`config.mk`:
```
export PLATFORM = sky130hd
export DESIGN_NAME = s15611_frame_scheduler
export DESIGN_NICKNAME = d
export VERILOG_FILES = /design/src/rtl/s15611_pkg.sv /design/src/rtl/s15611_spi_tx.sv /design/src/rtl/s15611_frame_scheduler.sv
export SDC_FILE = /design/constraint.sdc
export NUM_CORES = 1
export LEC_CHECK = 0
export CORE_ASPECT_RATIO = 0.5
export CORE_UTILIZATION = 50
export CTS_BUF_LIST = sky130_fd_sc_hd__clkbuf_16
export CTS_CLUSTER_SIZE = 16
export DETAILED_ROUTE_END_ITERATION = 16
export GPL_ROUTABILITY_DRIVEN = 0
export PLACE_DENSITY = 0.71
export SETUP_SLACK_MARGIN = 0.02
export SKIP_LAST_GASP = 1
export SYNTH_ARGS = -nofsm -noshare
export SYNTH_HDL_FRONTEND = slang
export SYNTH_SLANG_ARGS = --single-unit
```
`constraint.sdc`:
```
create_clock -name master_clock -period 6.9 [get_ports master_clock]
set_input_delay 1.38 -clock master_clock [delete_from_list [all_inputs] [get_ports master_clock]]
set_output_delay 1.38 -clock master_clock [all_outputs]
set_load 0.005 [all_outputs]
```
`src/rtl/s15611_pkg.sv`:
```
// Shared definitions for the S15611 capture sequencer: FSM state encoding,
// SPI word width and the default timing constants.
package s15611_pkg;

    typedef enum logic [2:0] {
        S_IDLE,
        S_RST,
        S_SPI,
        S_ST_HIGH,
        S_WAIT_FRAME,
        S_WAIT_PERIOD,
        S_FINISH
    } state_t;

    localparam int SPI_WIDTH        = 16;

    localparam int DEF_RSTB_NCLK    = 200;
    localparam int DEF_SPI_CLK_DIV  = 8;
    localparam int DEF_MIN_INT_NCLK = 64;
    localparam int DEF_TIMEOUT_NCLK = 1 << 20;

    // Effective ST high time: short requests are raised to the minimum.
    function automatic logic [31:0] clamp_int(input logic [31:0] req,
                                              input logic [31:0] min_val);
        return (req < min_val) ? min_val : req;
    endfunction

endpackage

```
`src/rtl/s15611_spi_tx.sv`:
```
// 16-bit mode-0 SPI transmitter for the S15611 configuration word.
// cs low for (2*SPI_WIDTH+1) half-periods; mosi changes on sclk falling edges.
module s15611_spi_tx
    import s15611_pkg::*;
#(
    parameter int CLK_DIV = DEF_SPI_CLK_DIV
) (
    input  logic                 clk,
    input  logic                 rst_n,
    input  logic                 start,
    input  logic                 abort,
    input  logic [SPI_WIDTH-1:0] word,
    output logic                 cs,
    output logic                 sclk,
    output logic                 mosi,
    output logic                 done,
    output logic                 active
);

    localparam logic [15:0] DIV_M1   = 16'(CLK_DIV - 1);
    localparam logic [5:0]  LAST_HALF = 6'(2 * SPI_WIDTH);

    logic [SPI_WIDTH-1:0] shift_reg;
    logic [15:0]          div_cnt_reg;
    logic [5:0]           half_cnt_reg;

    // Half-period ticker: odd ticks raise sclk, even ticks lower it and shift,
    // the tick after the last falling edge releases cs.
    always_ff @(posedge clk or negedge rst_n) begin
        if (!rst_n) begin
            cs           <= 1'b1;
            sclk         <= 1'b0;
            mosi         <= 1'b0;
            done         <= 1'b0;
            active       <= 1'b0;
            shift_reg    <= '0;
            div_cnt_reg  <= '0;
            half_cnt_reg <= '0;
        end else begin
            done <= 1'b0;
            if (abort) begin
                cs     <= 1'b1;
                sclk   <= 1'b0;
                mosi   <= 1'b0;
                active <= 1'b0;
            end else if (!active) begin
                if (start) begin
                    active       <= 1'b1;
                    cs           <= 1'b0;
                    sclk         <= 1'b0;
                    shift_reg    <= word;
                    mosi         <= word[SPI_WIDTH-1];
                    div_cnt_reg  <= '0;
                    half_cnt_reg <= '0;
                end
            end else if (div_cnt_reg == DIV_M1) begin
                div_cnt_reg  <= '0;
                half_cnt_reg <= half_cnt_reg + 6'd1;
                if (half_cnt_reg == LAST_HALF) begin
                    cs     <= 1'b1;
                    sclk   <= 1'b0;
                    mosi   <= 1'b0;
                    active <= 1'b0;
                    done   <= 1'b1;
                end else if (!half_cnt_reg[0]) begin
                    sclk <= 1'b1;
                end else begin
                    sclk      <= 1'b0;
                    shift_reg <= {shift_reg[SPI_WIDTH-2:0], 1'b0};
                    mosi      <= shift_reg[SPI_WIDTH-2];
                end
            end else begin
                div_cnt_reg <= div_cnt_reg + 16'd1;
            end
        end
    end

endmodule

```
`src/rtl/s15611_frame_scheduler.sv`:
```
// S15611 capture-run sequencer: sensor reset, SPI configuration, then a
// programmed number of ST pulses paced by a period counter, waiting for the
// acquisition block to report each line.
// Optional WAIT_FRAME watchdog: define S15611_FRAME_TIMEOUT_EN.
module s15611_frame_scheduler
    import s15611_pkg::*;
#(
    parameter int RSTB_NCLK    = DEF_RSTB_NCLK,
    parameter int SPI_CLK_DIV  = DEF_SPI_CLK_DIV,
    parameter int MIN_INT_NCLK = DEF_MIN_INT_NCLK
`ifdef S15611_FRAME_TIMEOUT_EN
    ,
    parameter int TIMEOUT_NCLK = DEF_TIMEOUT_NCLK
`endif
) (
    input  logic        master_clock,
    input  logic        resetn,
    input  logic        cfg_start,
    input  logic        cfg_abort,
    input  logic [15:0] cfg_frames,
    input  logic [31:0] cfg_int_time,
    input  logic [31:0] cfg_period,
    input  logic [15:0] cfg_reg_word,
    input  logic        acq_frame_done,
    output logic        s15611_rstb,
    output logic        s15611_mst,
    output logic        s15611_cs,
    output logic        s15611_sclk,
    output logic        s15611_mosi,
    output logic        acq_enable,
    output logic        busy,
    output logic        run_done,
    output logic [15:0] frame_count,
    output logic        overrun,
    output logic        timeout
);

    localparam logic [31:0] RSTB_M1 = 32'(RSTB_NCLK - 1);
    localparam logic [31:0] MIN_INT = 32'(MIN_INT_NCLK);

    state_t      state;
    logic [15:0] frames_reg;
    logic [31:0] int_eff_reg;
    logic [31:0] period_m1_reg;
    logic [15:0] word_reg;
    logic [31:0] rst_cnt_reg;
    logic [31:0] per_cnt_reg;
    logic        spi_start_reg;
    logic        spi_done;
    logic        spi_active;
    logic        wd_fire;
    logic        start_ok;
    logic        abort_cond;
    logic [15:0] fc_inc;

    assign start_ok   = (state == S_IDLE) && cfg_start && !cfg_abort;
    assign abort_cond = (cfg_abort || wd_fire) && (state != S_IDLE) && (state != S_FINISH);
    assign fc_inc     = (frame_count == 16'hFFFF) ? frame_count : frame_count + 16'd1;

`ifdef S15611_FRAME_TIMEOUT_EN
    localparam logic [31:0] TIMEOUT_M1 = 32'(TIMEOUT_NCLK - 1);
    logic [31:0] wd_cnt_reg;

    assign wd_fire = (state == S_WAIT_FRAME) && (wd_cnt_reg == TIMEOUT_M1);

    // Watchdog restarts while ST is high, so it counts from the ST fall.
    always_ff @(posedge master_clock or negedge resetn) begin
        if (!resetn) begin
            wd_cnt_reg <= '0;
        end else if (state == S_ST_HIGH) begin
            wd_cnt_reg <= '0;
        end else if (state == S_WAIT_FRAME && wd_cnt_reg != '1) begin
            wd_cnt_reg <= wd_cnt_reg + 32'd1;
        end
    end

    // Sticky timeout flag, cleared by an accepted start.
    always_ff @(posedge master_clock or negedge resetn) begin
        if (!resetn) begin
            timeout <= 1'b0;
        end else if (start_ok) begin
            timeout <= 1'b0;
        end else if (wd_fire) begin
            timeout <= 1'b1;
        end
    end
`else
    assign wd_fire = 1'b0;
    assign timeout = 1'b0;
`endif

    s15611_spi_tx #(
        .CLK_DIV (SPI_CLK_DIV)
    ) u_spi (
        .clk    (master_clock),
        .rst_n  (resetn),
        .start  (spi_start_reg),
        .abort  (abort_cond),
        .word   (word_reg),
        .cs     (s15611_cs),
        .sclk   (s15611_sclk),
        .mosi   (s15611_mosi),
        .done   (spi_done),
        .active (spi_active)
    );

    // Run sequencer; abort (or watchdog) overrides every state except IDLE/FINISH.
    always_ff @(posedge master_clock or negedge resetn) begin
        if (!resetn) begin
            state         <= S_IDLE;
            frames_reg    <= '0;
            int_eff_reg   <= '0;
            period_m1_reg <= '0;
            word_reg      <= '0;
            rst_cnt_reg   <= '0;
            per_cnt_reg   <= '0;
            spi_start_reg <= 1'b0;
            s15611_rstb   <= 1'b0;
            s15611_mst    <= 1'b0;
            acq_enable    <= 1'b0;
            busy          <= 1'b0;
            run_done      <= 1'b0;
            frame_count   <= '0;
            overrun       <= 1'b0;
        end else begin
            spi_start_reg <= 1'b0;
            run_done      <= 1'b0;
            if (per_cnt_reg != '1) begin
                per_cnt_reg <= per_cnt_reg + 32'd1;
            end
            if (abort_cond) begin
                state      <= S_FINISH;
                s15611_mst <= 1'b0;
                acq_enable <= 1'b0;
                run_done   <= 1'b1;
                busy       <= 1'b0;
            end else begin
                case (state)
                    S_IDLE: begin
                        if (start_ok) begin
                            frames_reg    <= cfg_frames;
                            int_eff_reg   <= clamp_int(cfg_int_time, MIN_INT);
                            period_m1_reg <= (cfg_period == 32'd0) ? 32'd0 : cfg_period - 32'd1;
                            word_reg      <= cfg_reg_word;
                            rst_cnt_reg   <= '0;
                            s15611_rstb   <= 1'b0;
                            busy          <= 1'b1;
                            frame_count   <= '0;
                            overrun       <= 1'b0;
                            state         <= S_RST;
                        end
                    end
                    S_RST: begin
                        if (rst_cnt_reg == RSTB_M1) begin
                            s15611_rstb   <= 1'b1;
                            spi_start_reg <= 1'b1;
                            state         <= S_SPI;
                        end else begin
                            rst_cnt_reg <= rst_cnt_reg + 32'd1;
                        end
                    end
                    S_SPI: begin
                        if (spi_done) begin
                            s15611_mst  <= 1'b1;
                            acq_enable  <= 1'b1;
                            per_cnt_reg <= '0;
                            state       <= S_ST_HIGH;
                        end
                    end
                    S_ST_HIGH: begin
                        if (per_cnt_reg == int_eff_reg - 32'd1) begin
                            s15611_mst <= 1'b0;
                            state      <= S_WAIT_FRAME;
                        end
                    end
                    S_WAIT_FRAME: begin
                        // The next ST rise point passing while still waiting is an overrun.
                        if (per_cnt_reg >= period_m1_reg) begin
                            overrun <= 1'b1;
                        end
                        if (acq_frame_done) begin
                            frame_count <= fc_inc;
                            if (frames_reg != 16'd0 && fc_inc == frames_reg) begin
                                acq_enable <= 1'b0;
                                run_done   <= 1'b1;
                                busy       <= 1'b0;
                                state      <= S_FINISH;
                            end else begin
                                state <= S_WAIT_PERIOD;
                            end
                        end
                    end
                    S_WAIT_PERIOD: begin
                        if (per_cnt_reg >= period_m1_reg) begin
                            s15611_mst  <= 1'b1;
                            per_cnt_reg <= '0;
                            state       <= S_ST_HIGH;
                        end
                    end
                    S_FINISH: begin
                        state <= S_IDLE;
                    end
                    default: begin
                        state <= S_IDLE;
                    end
                endcase
            end
        end
    end

endmodule

```
# After elaboration in Yosys (flattened, before gate mapping)
# Index checks and enable logic that the tools add are counted.
# W data, S select, Z words.
# classes
add_sub_neg,7
order_cmp,2
eq_ne,31
n_mux,82
n_bitwise,1
reduce_logical,32
# op_table
cell,count
$mux W32,8
$pmux W32 S2,2
$mux W16,6
$mux W15,5
$add A32 B1 Y32 const B,2
$sub A32 B1 Y32 const B,2
$mux W1,43
$add A16 B1 Y16 const B,2
$eq A32 B32 Y1,1
$eq A32 B8 Y1 const B,1
$ge A32 B32 Y1,1
$logic_not A32 Y1,1
$lt A32 B7 Y1 const B,1
$ne A32 B32 Y1 const B,1
$pmux W16 S2,1
$reduce_and A4 Y1,7
$ne A3 B3 Y1 const B,9
$mux W3,7
$mux W6,3
$pmux W3 S6,1
$eq A16 B16 Y1,1
$eq A16 B16 Y1 const B,1
$eq A16 B3 Y1 const B,1
$ne A2 B2 Y1 const B,8
other kinds (22),40
# totals
ff_bits,228
in_bits,101
output_inout_bits,26
elab_cells,178

# Longest topological paths before layout
# Gate-level depths: netlist (run 1).
# depth
depth_word,8
ltp_mapped,12
mapped_depth_nobuf,11

# Cells and area by module
# Synthesis (run 1) repeated with hierarchy kept, for this count alone.
# hier_totals
cells_unflattened,1556
area_unflattened_um2,13679.4
# modules_own_cells
module,n_inst,cells_per_inst,area_each_um2,seq_area_each_um2
s15611_frame_scheduler,1,1319,11295.8,4654.5
s15611_spi_tx,1,237,2383.5,1052.3

# Worst setup path before layout (run 1)
# No wires, ideal clock.
# synth_path
kind,input -> register
startpoint,in cfg_period[13]
endpoint,reg period_m1_reg[13]
setup_ps,128
t_arrival_ps,3995
t_required_ps,6772
slack_ps,2777
cell_stages,9
n_path_buf,1
path_cell_list,or4_1 > or2_1 > or3_1 > or3_1 > or4_1 > o31ai_4 > buf_4 > a21o_1 > o21ai_1
# synth_between
elab_chain_cells,2
# synth_rtl
element,line_no,source
start: declaration,s15611_frame_scheduler.sv:22,"input logic [31:0] cfg_period,"
$sub A32 B1 Y32 or $logic_not A32 Y1 (tied branches),s15611_frame_scheduler.sv:143,period_m1_reg <= (cfg_period == 32'd0) ? 32'd0 : cfg_period - 32'd1;
$mux W32 *,s15611_frame_scheduler.sv:143,
end signal: assignment,s15611_frame_scheduler.sv:143,
end: declaration,s15611_frame_scheduler.sv:44,logic [31:0] period_m1_reg;
# Every way passes the cells marked *; elsewhere a longest branch is shown, timed or not.
# A chain may end at the register's enable or synchronous reset.

# Worst setup path after layout (run 1)
# layout_path
startpoint,in cfg_period[4]
endpoint,reg period_m1_reg[25]
# The elaborated chain is that of the path after synthesis.

==> results of run 1 <==
[worst max-delay path, cell delays in order]
cell and delay (ns):
clkdlybuf4s50_1 0.46, nor3_1 0.35, nand4_1 0.26, or2_1 0.35, or3_1 0.41, or3_1 0.44
or4_1 0.53, o31ai_4 0.96, o22ai_1 0.22
[metrics by stage]
stage	area [sq um]	setup slack (ns)	power, uW	utilization	std cells
floorplan	13460	2.777	3613	-	1555
finish	15650	1.871	5461	0.5920	2010
global placement	14930	1.419	4124	0.5649	1970
detailed placement	14930	1.283	4239	0.5649	1970
global route	15650	1.540	5851	0.5920	2010
CTS	15650	1.823	5481	0.5920	2010
[power by group]
group	switching, uW	total, uW	internal, uW
Sequential	543	2280	1730
Combinational	1060	1960	900
Clock	538	1220	683
Total	2150	5460	3320
[cells in the mapped netlist, types with 3 or more instances]
master,count,share of area
nor2b_1,14,0.0065
o211a_1,3,0.0022
o21a_1,3,0.0017
a211oi_1,4,0.0022
nand3_1,54,0.020
nor2_1,150,0.042
a22o_1,3,0.0020
or2_2,3,0.0014
a21oi_1,64,0.024
or3_1,21,0.0098
clkbuf_1,53,0.015
and3_1,18,0.0084
mux2i_1,23,0.017
a21o_1,8,0.0045
ha_1,40,0.037
buf_2,10,0.0037
a41oi_1,4,0.0026
xor2_1,77,0.050
o31ai_1,8,0.0045
a31oi_1,14,0.0065
and4_1,15,0.0098
nor3b_1,4,0.0022
and2_1,8,0.0037
dfrtp_1,227,0.42
buf_4,4,0.0022
a2111oi_0,6,0.0039
inv_1,61,0.017
nor3_1,50,0.019
nand4_1,44,0.020
nand2_1,265,0.074
o21ai_0,68,0.025
nor4_1,41,0.019
o31a_1,3,0.0020
or4_1,14,0.0078
o211ai_1,7,0.0039
xnor2_1,73,0.047
o21ai_1,6,0.0022
o22ai_1,30,0.014
[layer usage]
layer / wire (um) / part of all wire
met1: 15470 / 0.46
met2: 15850 / 0.47
met3: 1406 / 0.042
met4: 776 / 0.023
met5: 0 / 0
[how the worst max path moves through the flow]
stage	to	slack [ns]	cells after the start
final	period_m1_reg[25]$_DFFE_PN0P_	1.87	9
after global routing	period_m1_reg[26]$_DFFE_PN0P_	1.54	9
after CTS	period_m1_reg[25]$_DFFE_PN0P_	1.82	9
after detailed placement	period_m1_reg[5]$_DFFE_PN0P_	1.28	9
after global placement	period_m1_reg[5]$_DFFE_PN0P_	1.42	9
after floorplan	period_m1_reg[13]$_DFFE_PN0P_	2.78	9
[layout make-up]
type | instances | area, sq um | share of cell area
repair buffers | 134 | 1324 | 0.08459
clock inverters | 17 | 140.1 | 0.008955
multi-input cells | 1195 | 7233 | 0.4622
well taps | 352 | 440.4 | 0.02814
inverters | 61 | 229.0 | 0.01463
flip-flops and latches | 228 | 5707 | 0.3647
clock buffers | 23 | 575.6 | 0.03678
[placed cells by master, fill, tap and decap left out, types with 15 or more instances in the layout]
cell type and n:
nor2_1 149, o21ai_0 68, clkbuf_16 23, nand4_1 44
nor4_1 41, xor2_1 77, and3_1 18, and4_1 15
o22ai_1 30, nand3_1 53, or3_1 21, inv_1 63
dfrtp_1 227, xnor2_1 73, nor3_1 50, ha_1 40
a21oi_1 63, nand2_1 265, mux2i_1 23, clkdlybuf4s50_1 124
[kinds of logic (layout without fill, tap and decap cells)]
kind of cell | after synthesis | after routing | share of synthesized area
and+or+nand+nor | 723 | 723 | 0.2604
AOI/OAI and AO/OA | 256 | 256 | 0.1218
DFF | 228 | 228 | 0.4239
xor gates and xnor gates | 150 | 150 | 0.09758
buffers and inverters | 132 | 235 | 0.04006
adders and majority gates | 40 | 40 | 0.03717
muxes | 25 | 25 | 0.01877
other | 1 | 1 | 0.0002785
==> impl_results.md, run 1 <==
* Initial antenna violation count at 0
* FP Rows at between 40 and 50
* Clock period minus worst slack at slightly above 5 ns
* Final hold violations at 0
* Post-Synthesis Cells at between 1500 and 2000
* Hold depth at 2
* Port bufs at 125
* TritonCTS Buffers at 22
* Residual DRC at 1
* Wirelength per Cell at 16.67 um
* Synth Cell Area at approximately 13000 sq um
* DR pass1 iterations at 11
* Lkg Pwr at just under 0.007 uW
* Sequential fraction of the synthesis area at 0.4239
* Crit path from: cfg_period[4]
* Max-slew violation count at 0
* RSZ-0062 raised after global routing: no
* Resized cells post-CTS at 0
* CTS H-tree depth at 1
* Clk Latency, worst-skew pair at ~0.52 ns
* GR Util met3 at 0.03004
* Post-synth EDFFs at 0
* Gr ovfl total at 0
* Arrival time worst endpoint at about 5.4 ns
* Final wirelength at between 30 and 40 mm
* Critical path class: in2reg
* Routed Antenna Nets at 0
* CTS root buf: clkbuf_16
* Fin nets at ~1800
* Hold Startpoint: word_reg[11]$_DFFE_PN0P_
* Worst slew pin tran at around 1.1 ns
* Die height at 118.0 um
* DR vias at between 10000 and 15000
* Ys async rst share at 1.000
* Worst-path clk slew at around 0.070 ns
* Min-delay worst type: reg2reg
* Clk buf depth at 3
* Fmax at around 200 MHz
* Die X-Extent at 234.1 um
* Maxcap violations at 0
* Setup Skew at 0.01266 ns
* Layout cells sized above 1 at 0.04162
* Ys flop type: dfrtp_1
* Hold-fix buffers at CTS at 0
* R2R Setup Slk at a little under 3 ns
* Vias in the first global route at approximately 11000
* Critical Path Sink Type: register
* Yosys cell types at 81
* Met1 Track Usage GR at 0.3435
* Hold Crit Endpoint: word_reg[11]$_DFFE_PN0P_
* Gr usage total at 0.2443
* Post-CTS setup buffer count at 0
* Reg2reg start: frame_count[1]$_DFFE_PN0P_
* FF-to-FF End: busy$_DFFE_PN0P_
* Worst reg-to-reg path cell count at 10
* Final HPWL DP at 24.33 mm
* Failing checks: DRC
* Clk sink count at 228
* Nature of the critical path startpoint: input pin
* Avg Cell Area, Syn at ~8.7 sq um
* Worst Path Required at about 7.2 ns
* Pin count of the biggest net entering global routing at 92
* # IOs at about 130
* Initial DRC Count at just over 900
* Final setup fails at 0
* Mapped Nets at 1696
* Crit share post-route at 0.7288
* First-pass GRT wire length at ~55 mm
* Fillcell total at approximately 2300
* Syn. warnings at 0
* DIE AREA at around 28000 sq um
* Met2 Resource Use GR at 0.3992
* Status: finished with violations
* Final hold slack at roughly 0.48 ns
* # diodes at 0
* Core area at about 26000 sq um
* Flops & latches, synth at ~230
* Final setup TNS at 0 ns
* Max rail drop VDD at around 150 uV
* CP max FO at 30
* Slew margin rel. at 0.2559
* Via density at approximately 5.8
* Area grow syn2layout at 16.24%
* Busiest grt layer: met2
* TritonCTS clock tree: yes
* Initial Utilization at 0.5093
* P per Cell Area at 349.0 nW/um^2
Power figures use the tool's default switching activity.
==> run 2, diff against run 1 <==
- PLACE_DENSITY: 0.71 -> 0.74
- clock period: 6.9 -> 4.54 ns (I/O delays scaled with it)
==> impl_results.md, run 2 (synthesis results as in run 1) <==
* Status: finished with violations
* Failing checks: DRC
* Initial antenna violation count at 0
* Critical Path Sink Type: register
* FP Rows at 42
* Wirelength per Cell at roughly 17 um
* RSZ-0062 raised after global routing: no
* Final hold violations at 0
* CTS root buf: clkbuf_16
* # diodes at 0
* # IOs at between 100 and 150
* TritonCTS clock tree: yes
* Max rail drop VDD at slightly below 300 uV
* Hold-fix buffers at CTS at 0
* Post-CTS setup buffer count at 0
* CTS H-tree depth at 1
* Clk buf depth at 3
* Setup Skew at ~0.016 ns
* Final wirelength at 35.35 mm
* First-pass GRT wire length at slightly below 60 mm
* Gr ovfl total at 0
* Residual DRC at 2
* Min-delay worst type: in2async
* Max-slew violation count at 0
* Clk sink count at around 230
* Worst-path clk slew at 0.07 ns
* Maxcap violations at 0
* Clock period minus worst slack at about 3.9 ns
* Final setup fails at 0
* Initial DRC Count at 1151
* Slowest-stage cell, CP: or4_1
* CP delay by family, top: simple AND/OR/NAND/NOR gates
* Resized cells post-CTS at 0
* Gr usage total at 0.2611
* TritonCTS Buffers at 23
* Nature of the critical path startpoint: register
* Lkg Pwr at about 0.007 uW
* Pin count of the biggest net entering global routing at between 100 and 150
* Total power at between 8000 and 9000 uW
* Most common cell after layout, fill and taps aside: nand2_1
* Arrival time worst endpoint at 4.34 ns
* DR pass1 iterations at 11
* Die X-Extent at between 200 and 250 um
* Biggest cell delay along the critical path at 0.58 ns
* Slew margin rel. at 0.2848
* Clk Latency, worst-skew pair at roughly 0.54 ns
* DIE AREA at 27630 sq um
* Via density at just under 6
* Area grow syn2layout at 16.83%
* Final HPWL DP at ~26 mm
* Crit share post-route at 0.8615
* Critical path class: reg2reg
* Fmax at around 260 MHz
* Vias in the first global route at about 12000
* Fin nets at ~1800
* Routed Antenna Nets at 0
* Die height at around 120 um
* Port bufs at between 100 and 150
* Final setup TNS at 0 ns
* CP max FO at 10
* Worst slew pin tran at approximately 1.1 ns
* Worst Path Required at a little under 5 ns
* P per Cell Area at approximately 530 nW/um^2
* Core area at between 20000 and 30000 sq um
* DR vias at 11970
* Final hold slack at between 0.4 and 0.5 ns
* Initial Utilization at 0.5093
* WP buf/inv at 0
* Layout cells sized above 1 at 0.04736
* Worst path cell trace: ha_1 > nand3_1 > nor4_1 > mux2i_1 > xor2_1 > o21ai_0 > or4_1 > or4b_1 > o21ai_1 > o21ba_1
* Commonest non-fill, non-tap cells in the layout: nand2_1, dfrtp_1, nor2_1, clkdlybuf4s50_1, xor2_1
## run 2: cell types whose count changed in the layout (fill, tap and decap cells not counted), sizes merged
cell	before	now
inv	64	63
clkinv	11	14
bufinv	2	1
buf	10	20
clkinvlp	1	0
## run 2: path summary, 6_finish.rpt
| path | depth (start not counted) | from | slack [ns] | endpoint |
|---|---|---|---|---|
| setup / recovery | 10 | frame_count[0]$_DFFE_PN0P_ | 0.63 | busy$_DFFE_PN0P_ |
| hold / removal | 1 | resetn | 0.45 | u_spi.half_cnt_reg[3]$_DFFE_PN0P_ |
| setup reg to reg | 10 | frame_count[0]$_DFFE_PN0P_ | 0.63 | busy$_DFFE_PN0P_ |
| hold reg to reg | 2 | word_reg[7]$_DFFE_PN0P_ | 0.48 | word_reg[7]$_DFFE_PN0P_ |
| max in group asynchronous | 2 | resetn | 3.11 | rst_cnt_reg[16]$_DFFE_PN0P_ |
| min in group master_clock | 2 | word_reg[7]$_DFFE_PN0P_ | 0.48 | word_reg[7]$_DFFE_PN0P_ |
## run 2: cell type report
type                            instances  area (sq um)
Fill cell                            2251         10700
Tap cell                              352         440.4
Clock inverter                         17         120.1
Timing Repair Buffer                  144          1424
Clock buffer                           23         575.6
Multi-Input combinational cell       1195          7233
Sequential cell                       228          5707
Inverter                               61         229.0
## run 2: per-stage QoR
step	cells	worst slack (ns)	area (sq um)	utilization
final	2020	0.6287	15730	0.5950
after global routing	2020	0.4278	15730	0.5950
after CTS	2020	0.6616	15730	0.5950
after detailed placement	1980	0.1052	15030	0.5687
after global placement	1980	0.1844	15030	0.5687
after floorplan	1555	0.8885	13460	-
## run 2: power breakdown
group          internal (uW)  total [uW]  switching (uW)  leakage [uW]
clock                    985        1820             830      0.000354
sequential              2630        3480             847       0.00296
combinational           1380        3040            1660       0.00348
total                   5000        8340            3340       0.00680
## run 2: metal layers
metal  wire, um  vias up  track usage
met5          0        -            0
met2      16670      360       0.4239
met3       1920       73      0.04070
met4        775        0      0.06778
li1           -     5665            -
met1      15980     5868       0.3633
